### src/rtl/sparse_feature_encoder_if.sv
// Handshake and list bus between the dense feature-map buffer and the PE sparse list consumer.
// master = encoder side, slave = buffer/PE side. SPARSE_ENC_THRESH_EN adds the thresh input.
interface sparse_feature_encoder_if #(
  parameter int word_length        = 8,
  parameter int col_length         = 8,
  parameter int double_word_length = 16,
  parameter int max_nnz            = 52
);
  logic                               start;
  logic                               pix_valid;
  logic                               pix_ready;
  logic [word_length-1:0]             pix_data;
  logic                               out_valid;
  logic                               out_ready;
  logic [double_word_length-1:0]      feature_valid_num;
  logic [max_nnz*word_length-1:0]     feature_value;
  logic [max_nnz*col_length-1:0]      feature_cols;
  logic [max_nnz*col_length-1:0]      feature_rows;
  logic                               overflow;
`ifdef SPARSE_ENC_THRESH_EN
  logic [word_length-1:0]             thresh;
`endif

  modport master (
`ifdef SPARSE_ENC_THRESH_EN
    input  thresh,
`endif
    input  start, pix_valid, pix_data, out_ready,
    output pix_ready, out_valid, feature_valid_num, feature_value,
           feature_cols, feature_rows, overflow
  );

  modport slave (
`ifdef SPARSE_ENC_THRESH_EN
    output thresh,
`endif
    output start, pix_valid, pix_data, out_ready,
    input  pix_ready, out_valid, feature_valid_num, feature_value,
           feature_cols, feature_rows, overflow
  );
endinterface

### src/rtl/sparse_feature_encoder.sv
// Dense row-major feature map -> packed nonzero (value,col,row) list, held until the PE accepts it.
// SPARSE_ENC_THRESH_EN: pixels with |pix_data| <= thresh (sampled on start) are treated as zero.
module sparse_feature_encoder #(
  parameter int word_length        = 8,
  parameter int col_length         = 8,
  parameter int double_word_length = 16,
  parameter int image_size         = 7,
  parameter int max_nnz            = 52
) (
  input logic                  clk,
  input logic                  rst,
  sparse_feature_encoder_if.master bus
);
  typedef enum logic [1:0] {IDLE, FILL, HOLD} state_t;

  localparam logic [col_length-1:0]         LAST = col_length'(image_size - 1);
  localparam logic [double_word_length-1:0] CAP  = double_word_length'(max_nnz);

  state_t                         state_q, state_d;
  logic [col_length-1:0]          row_q, row_d, col_q, col_d;
  logic [double_word_length-1:0]  cnt_q, cnt_d;
  logic [max_nnz*word_length-1:0] val_q, val_d;
  logic [max_nnz*col_length-1:0]  cols_q, cols_d, rows_q, rows_d;
  logic                           ovf_q, ovf_d;
  logic                           xfer, nz;

`ifdef SPARSE_ENC_THRESH_EN
  logic [word_length-1:0] thresh_q, thresh_d, mag;
  // -128 negates to 0x80, which read unsigned is the required 128
  assign mag = bus.pix_data[word_length-1] ? (-bus.pix_data) : bus.pix_data;
  assign nz  = (mag > thresh_q);
`else
  assign nz  = (bus.pix_data != '0);
`endif

  assign xfer = bus.pix_valid && (state_q == FILL);

  always_comb begin
    state_d = state_q;
    row_d   = row_q;
    col_d   = col_q;
    cnt_d   = cnt_q;
    val_d   = val_q;
    cols_d  = cols_q;
    rows_d  = rows_q;
    ovf_d   = ovf_q;
`ifdef SPARSE_ENC_THRESH_EN
    thresh_d = thresh_q;
`endif
    case (state_q)
      IDLE: if (bus.start) begin
        state_d = FILL;
        row_d   = '0;
        col_d   = '0;
        cnt_d   = '0;
        val_d   = '0;
        cols_d  = '0;
        rows_d  = '0;
        ovf_d   = 1'b0;
`ifdef SPARSE_ENC_THRESH_EN
        thresh_d = bus.thresh;
`endif
      end
      FILL: if (xfer) begin
        if (nz) begin
          if (cnt_q < CAP) begin
            for (int k = 0; k < max_nnz; k++) begin
              if (cnt_q == double_word_length'(k)) begin
                val_d[k*word_length +: word_length] = bus.pix_data;
                cols_d[k*col_length +: col_length]  = col_q;
                rows_d[k*col_length +: col_length]  = row_q;
              end
            end
            cnt_d = cnt_q + 1'b1;
          end else begin
            ovf_d = 1'b1;
          end
        end
        if (col_q == LAST) begin
          col_d = '0;
          if (row_q == LAST) begin
            row_d   = '0;
            state_d = HOLD;
          end else begin
            row_d = row_q + 1'b1;
          end
        end else begin
          col_d = col_q + 1'b1;
        end
      end
      HOLD: if (bus.out_ready) state_d = IDLE;
      default: state_d = IDLE;
    endcase
  end

  always_ff @(posedge clk or negedge rst) begin
    if (!rst) begin
      state_q  <= IDLE;
      row_q    <= '0;
      col_q    <= '0;
      cnt_q    <= '0;
      val_q    <= '0;
      cols_q   <= '0;
      rows_q   <= '0;
      ovf_q    <= 1'b0;
`ifdef SPARSE_ENC_THRESH_EN
      thresh_q <= '0;
`endif
    end else begin
      state_q  <= state_d;
      row_q    <= row_d;
      col_q    <= col_d;
      cnt_q    <= cnt_d;
      val_q    <= val_d;
      cols_q   <= cols_d;
      rows_q   <= rows_d;
      ovf_q    <= ovf_d;
`ifdef SPARSE_ENC_THRESH_EN
      thresh_q <= thresh_d;
`endif
    end
  end

  // all outputs decode straight from flops; the list is frozen outside FILL
  assign bus.pix_ready         = (state_q == FILL);
  assign bus.out_valid         = (state_q == HOLD);
  assign bus.feature_valid_num = cnt_q;
  assign bus.feature_value     = val_q;
  assign bus.feature_cols      = cols_q;
  assign bus.feature_rows      = rows_q;
  assign bus.overflow          = ovf_q;
endmodule

### src/flat_wrapper.sv
// flat-port wrapper written by rule: the top's interface ports become plain ports
module sparse_feature_encoder_flat 
#(
  parameter int word_length        = 8,
  parameter int col_length         = 8,
  parameter int double_word_length = 16,
  parameter int image_size         = 7,
  parameter int max_nnz            = 52
)
  (clk, rst, bus_start, bus_pix_valid, bus_pix_data, bus_out_ready, bus_pix_ready, bus_out_valid, bus_feature_valid_num, bus_feature_value, bus_feature_cols, bus_feature_rows, bus_overflow);
  sparse_feature_encoder_if #(.word_length(word_length), .col_length(col_length), .double_word_length(double_word_length), .max_nnz(max_nnz)) bus_i ();
  input logic clk;
  input logic rst;
  input wire logic [$bits(bus_i.start)-1:0] bus_start;
  input wire logic [$bits(bus_i.pix_valid)-1:0] bus_pix_valid;
  input wire logic [$bits(bus_i.pix_data)-1:0] bus_pix_data;
  input wire logic [$bits(bus_i.out_ready)-1:0] bus_out_ready;
  output wire logic [$bits(bus_i.pix_ready)-1:0] bus_pix_ready;
  output wire logic [$bits(bus_i.out_valid)-1:0] bus_out_valid;
  output wire logic [$bits(bus_i.feature_valid_num)-1:0] bus_feature_valid_num;
  output wire logic [$bits(bus_i.feature_value)-1:0] bus_feature_value;
  output wire logic [$bits(bus_i.feature_cols)-1:0] bus_feature_cols;
  output wire logic [$bits(bus_i.feature_rows)-1:0] bus_feature_rows;
  output wire logic [$bits(bus_i.overflow)-1:0] bus_overflow;
  assign bus_i.start = bus_start;
  assign bus_i.pix_valid = bus_pix_valid;
  assign bus_i.pix_data = bus_pix_data;
  assign bus_i.out_ready = bus_out_ready;
  assign bus_pix_ready = bus_i.pix_ready;
  assign bus_out_valid = bus_i.out_valid;
  assign bus_feature_valid_num = bus_i.feature_valid_num;
  assign bus_feature_value = bus_i.feature_value;
  assign bus_feature_cols = bus_i.feature_cols;
  assign bus_feature_rows = bus_i.feature_rows;
  assign bus_overflow = bus_i.overflow;
  sparse_feature_encoder #(.word_length(word_length), .col_length(col_length), .double_word_length(double_word_length), .image_size(image_size), .max_nnz(max_nnz)) u_core (.clk(clk), .rst(rst), .bus(bus_i));
endmodule
### config.mk
export PLATFORM = sky130hd
export DESIGN_NAME = sparse_feature_encoder_flat
export DESIGN_NICKNAME = d
export VERILOG_FILES = /design/src/rtl/sparse_feature_encoder_if.sv /design/src/rtl/sparse_feature_encoder.sv /design/src/flat_wrapper.sv
export SDC_FILE = /design/constraint.sdc
export NUM_CORES = 1
export LEC_CHECK = 0
export CAP_MARGIN = 20
export CORE_AREA = 2 2 500 502
export DETAILED_ROUTE_END_ITERATION = 12
export DIE_AREA = 0 0 502 504
export GPL_ROUTABILITY_DRIVEN = 0
export HOLD_SLACK_MARGIN = 0.08
export PLACE_DENSITY = 0.43
export SYNTH_ARGS = -nofsm -noshare
export SYNTH_HDL_FRONTEND = slang
export SYNTH_SLANG_ARGS = --single-unit
### constraint.sdc
create_clock -name clk -period 6.3 [get_ports clk]
set_input_delay 1.26 -clock clk [delete_from_list [all_inputs] [get_ports clk]]
set_output_delay 1.26 -clock clk [all_outputs]
set_load 0.03 [all_outputs]
## Word-level counts from Yosys, hierarchy flattened

Cells that the tools add are included.

| storage, ports and cells | value |
|---|---|
| input bits | 13 |
| output and inout port bits | 1267 |
| bits in registers | 1283 |

| operators by class | value |
|---|---|
| add/subtract/negate cells | 3 |
| magnitude comparators | 1 |
| mux-type cells | 193 |
| reductions and logical operators | 62 |
| equality and inequality tests | 115 |

Operator list:

| operator | number |
|---|---|
| 416-bit two-way mux | 10 |
| 416-bit case mux with 2 select lines | 3 |
| 8-bit two-way mux | 162 |
| 16-bit by 6-bit == test with 1-bit output (second input constant) | 20 |
| 6-bit AND reduction | 52 |
| 16-bit by 5-bit == test with 1-bit output (second input constant) | 16 |
| 16-bit by 4-bit == test with 1-bit output (second input constant) | 8 |
| 2-bit by 1-bit inequality test with 1-bit output (second input constant) | 57 |
| 16-bit by 3-bit == test with 1-bit output (second input constant) | 4 |
| 16-bit two-way mux | 4 |
| 16-bit by 2-bit == test with 1-bit output (second input constant) | 2 |
| 16-bit case mux with 2 select lines | 1 |
| 8-bit case mux with 2 select lines | 2 |
| 16-bit by 1-bit adder with 16-bit output (second input constant) | 1 |
| 8-bit by 1-bit adder with 8-bit output (second input constant) | 2 |
| 16-bit by 1-bit == test with 1-bit output (second input constant) | 1 |
| 8-bit by 3-bit == test with 1-bit output (second input constant) | 2 |
| 16-bit logical NOT | 1 |
| 16-bit by 6-bit less-than comparator with 1-bit output (second input constant) | 1 |
| 5-bit AND reduction | 3 |
| 2-bit two-way mux | 5 |
| 8-bit nonzero test | 1 |
| 2-bit inequality test (second input constant) | 3 |
| 2-bit case mux with 3 select lines | 1 |
| other kinds (9) | 12 |

## Logic depth before layout (Yosys ltp)

| logic depth | value |
|---|---|
| word-level depth | 6 |
| gate-level depth with buffers | 10 |
| mapped depth without buffers | 7 |

## Worst setup path after synthesis

OpenSTA, ideal clock, no wires.

| timing path | value |
|---|---|
| kind | in2reg |
| start point | in bus_pix_data[5] |
| end point | reg u_core.rows_q[377], in the netlist u_core.bus.feature_rows[377] |
| buffers on the path | 4 |
| arrival | 3056 ps |
| path slack | 3168 ps |
| library setup time | 77 ps |
| stages on the path | 9 |
| cells stage by stage | nor4_1 > nand4_1 > buf_2 > buf_2 > buf_2 > nand4_1 > clkbuf_1 > nand3_1 > o21ai_1 |

| on the way | value |
|---|---|
| longest elaborated chain between the ends | 3 |

RTL lines:

| item | RTL line | RTL |
|---|---|---|
| from (decl) | flat_wrapper.sv:16 | `input wire logic [$bits(bus_i.pix_data)-1:0] bus_pix_data;` |
| 8-bit nonzero test | sparse_feature_encoder.sv:33 | `assign nz = (bus.pix_data != '0);` |
| 2-bit by 1-bit inequality test with 1-bit output (no source line) | - |  |
| 6-bit AND reduction (no source line) | - |  |
| to (signal assigned) | sparse_feature_encoder.sv:116 | `rows_q <= rows_d;` |
| to (decl) | sparse_feature_encoder.sv:23 | `logic [max_nnz*col_length-1:0] cols_q, cols_d, rows_q, rows_d;` |

Every way passes these cells.
A chain may end at the register's enable or synchronous reset.

## Final worst setup path

| timing path | value |
|---|---|
| start point | reg u_core.cnt_q[6], in the netlist u_core.bus.feature_valid_num[6] |
| end point | reg u_core.rows_q[134], in the netlist u_core.bus.feature_rows[134] |

| on the way | value |
|---|---|
| longest elaborated chain between the ends | 3 |

RTL lines:

| item | RTL line | RTL |
|---|---|---|
| from (decl) | sparse_feature_encoder.sv:21 | `logic [double_word_length-1:0] cnt_q, cnt_d;` |
| from (signal assigned) | sparse_feature_encoder.sv:113 | `cnt_q <= cnt_d;` |
| 16-bit by 6-bit less-than comparator with 1-bit output or 16-bit by 5-bit == test with 1-bit output (tied branches) | sparse_feature_encoder.sv:66, sparse_feature_encoder.sv:68 |  |
| 2-bit by 1-bit inequality test with 1-bit output (no source line) | - |  |
| 6-bit AND reduction (no source line) * | - |  |

Every way passes the cells marked *; elsewhere a longest branch is shown, timed or not.

==> flow_summary.json <==
{
  "status": "complete, no violations",
  "dp.cells": 8845,
  "routed_wl_mm": 272,
  "pin_count": 1280,
  "p_per_area_mw_per_mm2": 324,
  "fin_crit_ns": 4.11,
  "drive_gt1_frac": 0.0783,
  "crit_fanout": 24,
  "synthSimpleGateAreaFrac": 0.160,
  "cts_sinks": 1283,
  "core_sq_mm": 0.248,
  "critPathTopFamily": "simple AND/OR/NAND/NOR gates",
  "post-route-drc-count": 0,
  "dpl_cell_area_sq_mm": 0.0653,
  "dp_slack_ns": 1.52,
  "area_growth_pct": 43.2,
  "setup_viol": 0,
  "vias": 42900,
  "worst_path_max_delay_cell": "nand3_1",
  "hpwl_mm": 176,
  "fin_area_sq_mm": 0.0707,
  "die_x_um": 502,
  "grt_overflow": 0,
  "cts_hold_buffers": 0,
  "path_buf_inv": 0,
  "io_buffers": 1279,
  "fin_setup_tns_ns": 0,
  "grt.total_usage": 0.208,
  "critPathKind": "flip-flop to flip-flop",
  "firstDrtPassIters": 5,
  "holdWs_ns": 0.466,
  "critical_path_required_ns": 6.98,
  "cts_setup_buffers": 0,
  "rsz0062_at_grt": "no",
  "crit_arrival_ns": 4.79,
  "cts_tree": "yes",
  "path_clk_slew_ns": 0.06,
  "cts_resized": 0,
  "synth-xor-area-share": 0.000533,
  "die_y_um": 504,
  "drv_slew": 0,
  "critPathCaptureType": "flip-flop",
  "final_core_util": 0.285,
  "synth_cell_types": 49,
  "synth_compound_area_frac": 0.130,
  "synth_seq_cells": 1283,
  "stdcell_count": 9159,
  "route.detailed.wl_per_inst_um": 29.6,
  "synth.area.mux_share": 0.00507,
  "drt-initial-drc-count": 3608,
  "numCtsBuffers": 155,
  "synth_area_leaders": "dfrtp_1 65%, nand3_1 13%, o21ai_0 11%",
  "synth_top_family_by_area": "simple AND/OR/NAND/NOR gates",
  "ys_seq_area_frac": 0.651,
  "synthArstFlopShare": 1.00,
  "finClkSkew_ns": 0.0429,
  "synth_top_area_share": 0.651,
  "p_leak_nw": 29.0,
  "fin_crit_sh": 0.652,
  "synth-warning-count": 0,
  "synth_area_sq_mm": 0.0493,
  "rows": 183,
  "worstSkewPairLatency_ns": 0.82,
  "maxSlewHeadroom": 0.208,
  "root_buffer": "clkbuf_16",
  "syn_avg_cell_area_sq_um": 10.7,
  "clockBufferDepth": 3,
  "viasPerCell": 4.68,
  "grt_max_degree": 168,
  "drv_cap": 0,
  "netlist.top_cell.by_area": "dfrtp_1",
  "fmax_mhz": 243,
  "grt_pass1_vias": 42000,
  "worst_slack_ns": 2.19,
  "critical_path.max_stage_delay_ns": 0.84,
  "fin_nets": 5695,
  "dieArea_sq_mm": 0.253,
  "vdd_drop_max_v": 0.000274,
  "initial_core_util": 0.199,
  "start_kind": "flip-flop",
  "finalHoldViolations": 0,
  "path_cells": "or4_1 > nor2_2 > and4_1 > nand3_1 > o21ai_0",
  "synth_fa_ha_area_frac": 0.00203,
  "hp-class": "input port to async pin",
  "postSynthNetCount": 4651,
  "worst_pin_slew_ns": 1.19,
  "seqCellArea_sq_mm": 0.0321,
  "synth_edf_count": 0,
  "synthCells": 4630,
  "synth_flop_cell": "dfrtp_1",
  "drt.antenna.violating_nets": 0,
  "h-tree-depth": 4,
  "total_power_mw": 22.9,
  "fillers": 26000,
  "multi_input_area_sq_mm": 0.0149,
  "grt_pass1_wl_mm": 370,
  "grt_antenna_before_repair": 37
}
final timing paths:
check / from / to / slack, ns / cells past startpoint
max in group asynchronous: rst / u_core.bus.feature_rows[275]$_DFFE_PN0P_ / 4.09 / 3
min: rst / u_core.bus.feature_cols[376]$_DFFE_PN0P_ / 0.47 / 1
max reg2reg: u_core.bus.feature_valid_num[6]$_DFFE_PN0P_ / u_core.bus.feature_rows[134]$_DFFE_PN0P_ / 2.19 / 5
min reg2reg: u_core.bus.feature_value[188]$_DFFE_PN0P_ / u_core.bus.feature_value[188]$_DFFE_PN0P_ / 0.49 / 2
max: u_core.bus.feature_valid_num[6]$_DFFE_PN0P_ / u_core.bus.feature_rows[134]$_DFFE_PN0P_ / 2.19 / 5
min in group clk: u_core.bus.feature_value[188]$_DFFE_PN0P_ / u_core.bus.feature_value[188]$_DFFE_PN0P_ / 0.49 / 2
routing by layer:
layer / share of wire / vias to the layer above / track usage
li1: - / 18600 / -
met1: 0.41 / 22000 / 0.261
met2: 0.47 / 1951 / 0.336
met3: 0.092 / 346 / 0.0666
met4: 0.031 / 0 / 0.0691
met5: 0 / - / 0
flip-flops by register name (all words and copies together) (netlist names):
register,cells
u_core.bus.feature_cols,416
u_core.bus.feature_rows,416
u_core.bus.feature_valid_num,16
u_core.bus.feature_value,416
u_core.bus.overflow,1
u_core.col_q,8
u_core.row_q,8
u_core.state_q,2
placed cells by master, fill, tap and decap left out, types with 9 or more instances in the layout:
master           instances
nand2_4                 25
o21ai_1                172
nand4_1                 59
nor2_1                  25
clkbuf_16              155
buf_12                  12
clkdlybuf4s50_1       1278
and2_1                  12
diode_2                 29
clkinv_2                25
dfrtp_1               1283
nand3_1               1239
nor3_1                  18
clkbuf_8                37
nand2_1                 19
clkbuf_1                37
o21ai_0               1074
buf_4                  122
inv_1                   33
nand4_4                 18
mux2i_1                 25
nor4_1                   9
layout make-up:
class | count | share of cell area
Clock buffer | 229 | 0.0641
Tap cell | 3330 | 0.0590
Inverter | 33 | 0.00175
Sequential cell | 1283 | 0.454
Timing Repair Buffer | 1415 | 0.198
Clock inverter | 54 | 0.0108
Multi-Input combinational cell | 2786 | 0.211
Antenna cell | 29 | 0.00103
Yosys cell counts (3+ instances only):
cell type,instances
a21oi_1,3
and2_1,12
and3_1,7
and4_1,3
buf_1,117
buf_2,54
buf_4,4
buf_6,43
clkbuf_1,304
clkbuf_2,4
dfrtp_1,1283
ha_1,8
inv_1,33
mux2i_1,25
nand2_1,48
nand2b_1,8
nand3_1,1241
nand3b_1,7
nand4_1,59
nand4_4,18
nor2_1,28
nor2b_1,6
nor3_1,18
nor4_1,9
o21ai_0,1074
o21ai_1,172
o31ai_1,6
or2_2,5
or4_1,3
kinds of logic (layout without fill, tap and decap cells):
kind of cell,count (synthesis),in the layout
simple gates,1484,1484
flops,1283,1283
compound gates,1266,1266
buf+inv,561,1731
mux,25,25
fa+ha+maj,8,8
xor+xnor,3,3
other cells,0,29
power by group:
part,internal [mW],total (mW),switching [mW]
Sequential,8.54,8.79,0.244
Combinational,0.928,4.76,3.83
Clock,5.37,9.32,3.95
Total,14.8,22.9,8.03
Note: power is estimated with default switching activity, not from simulation.
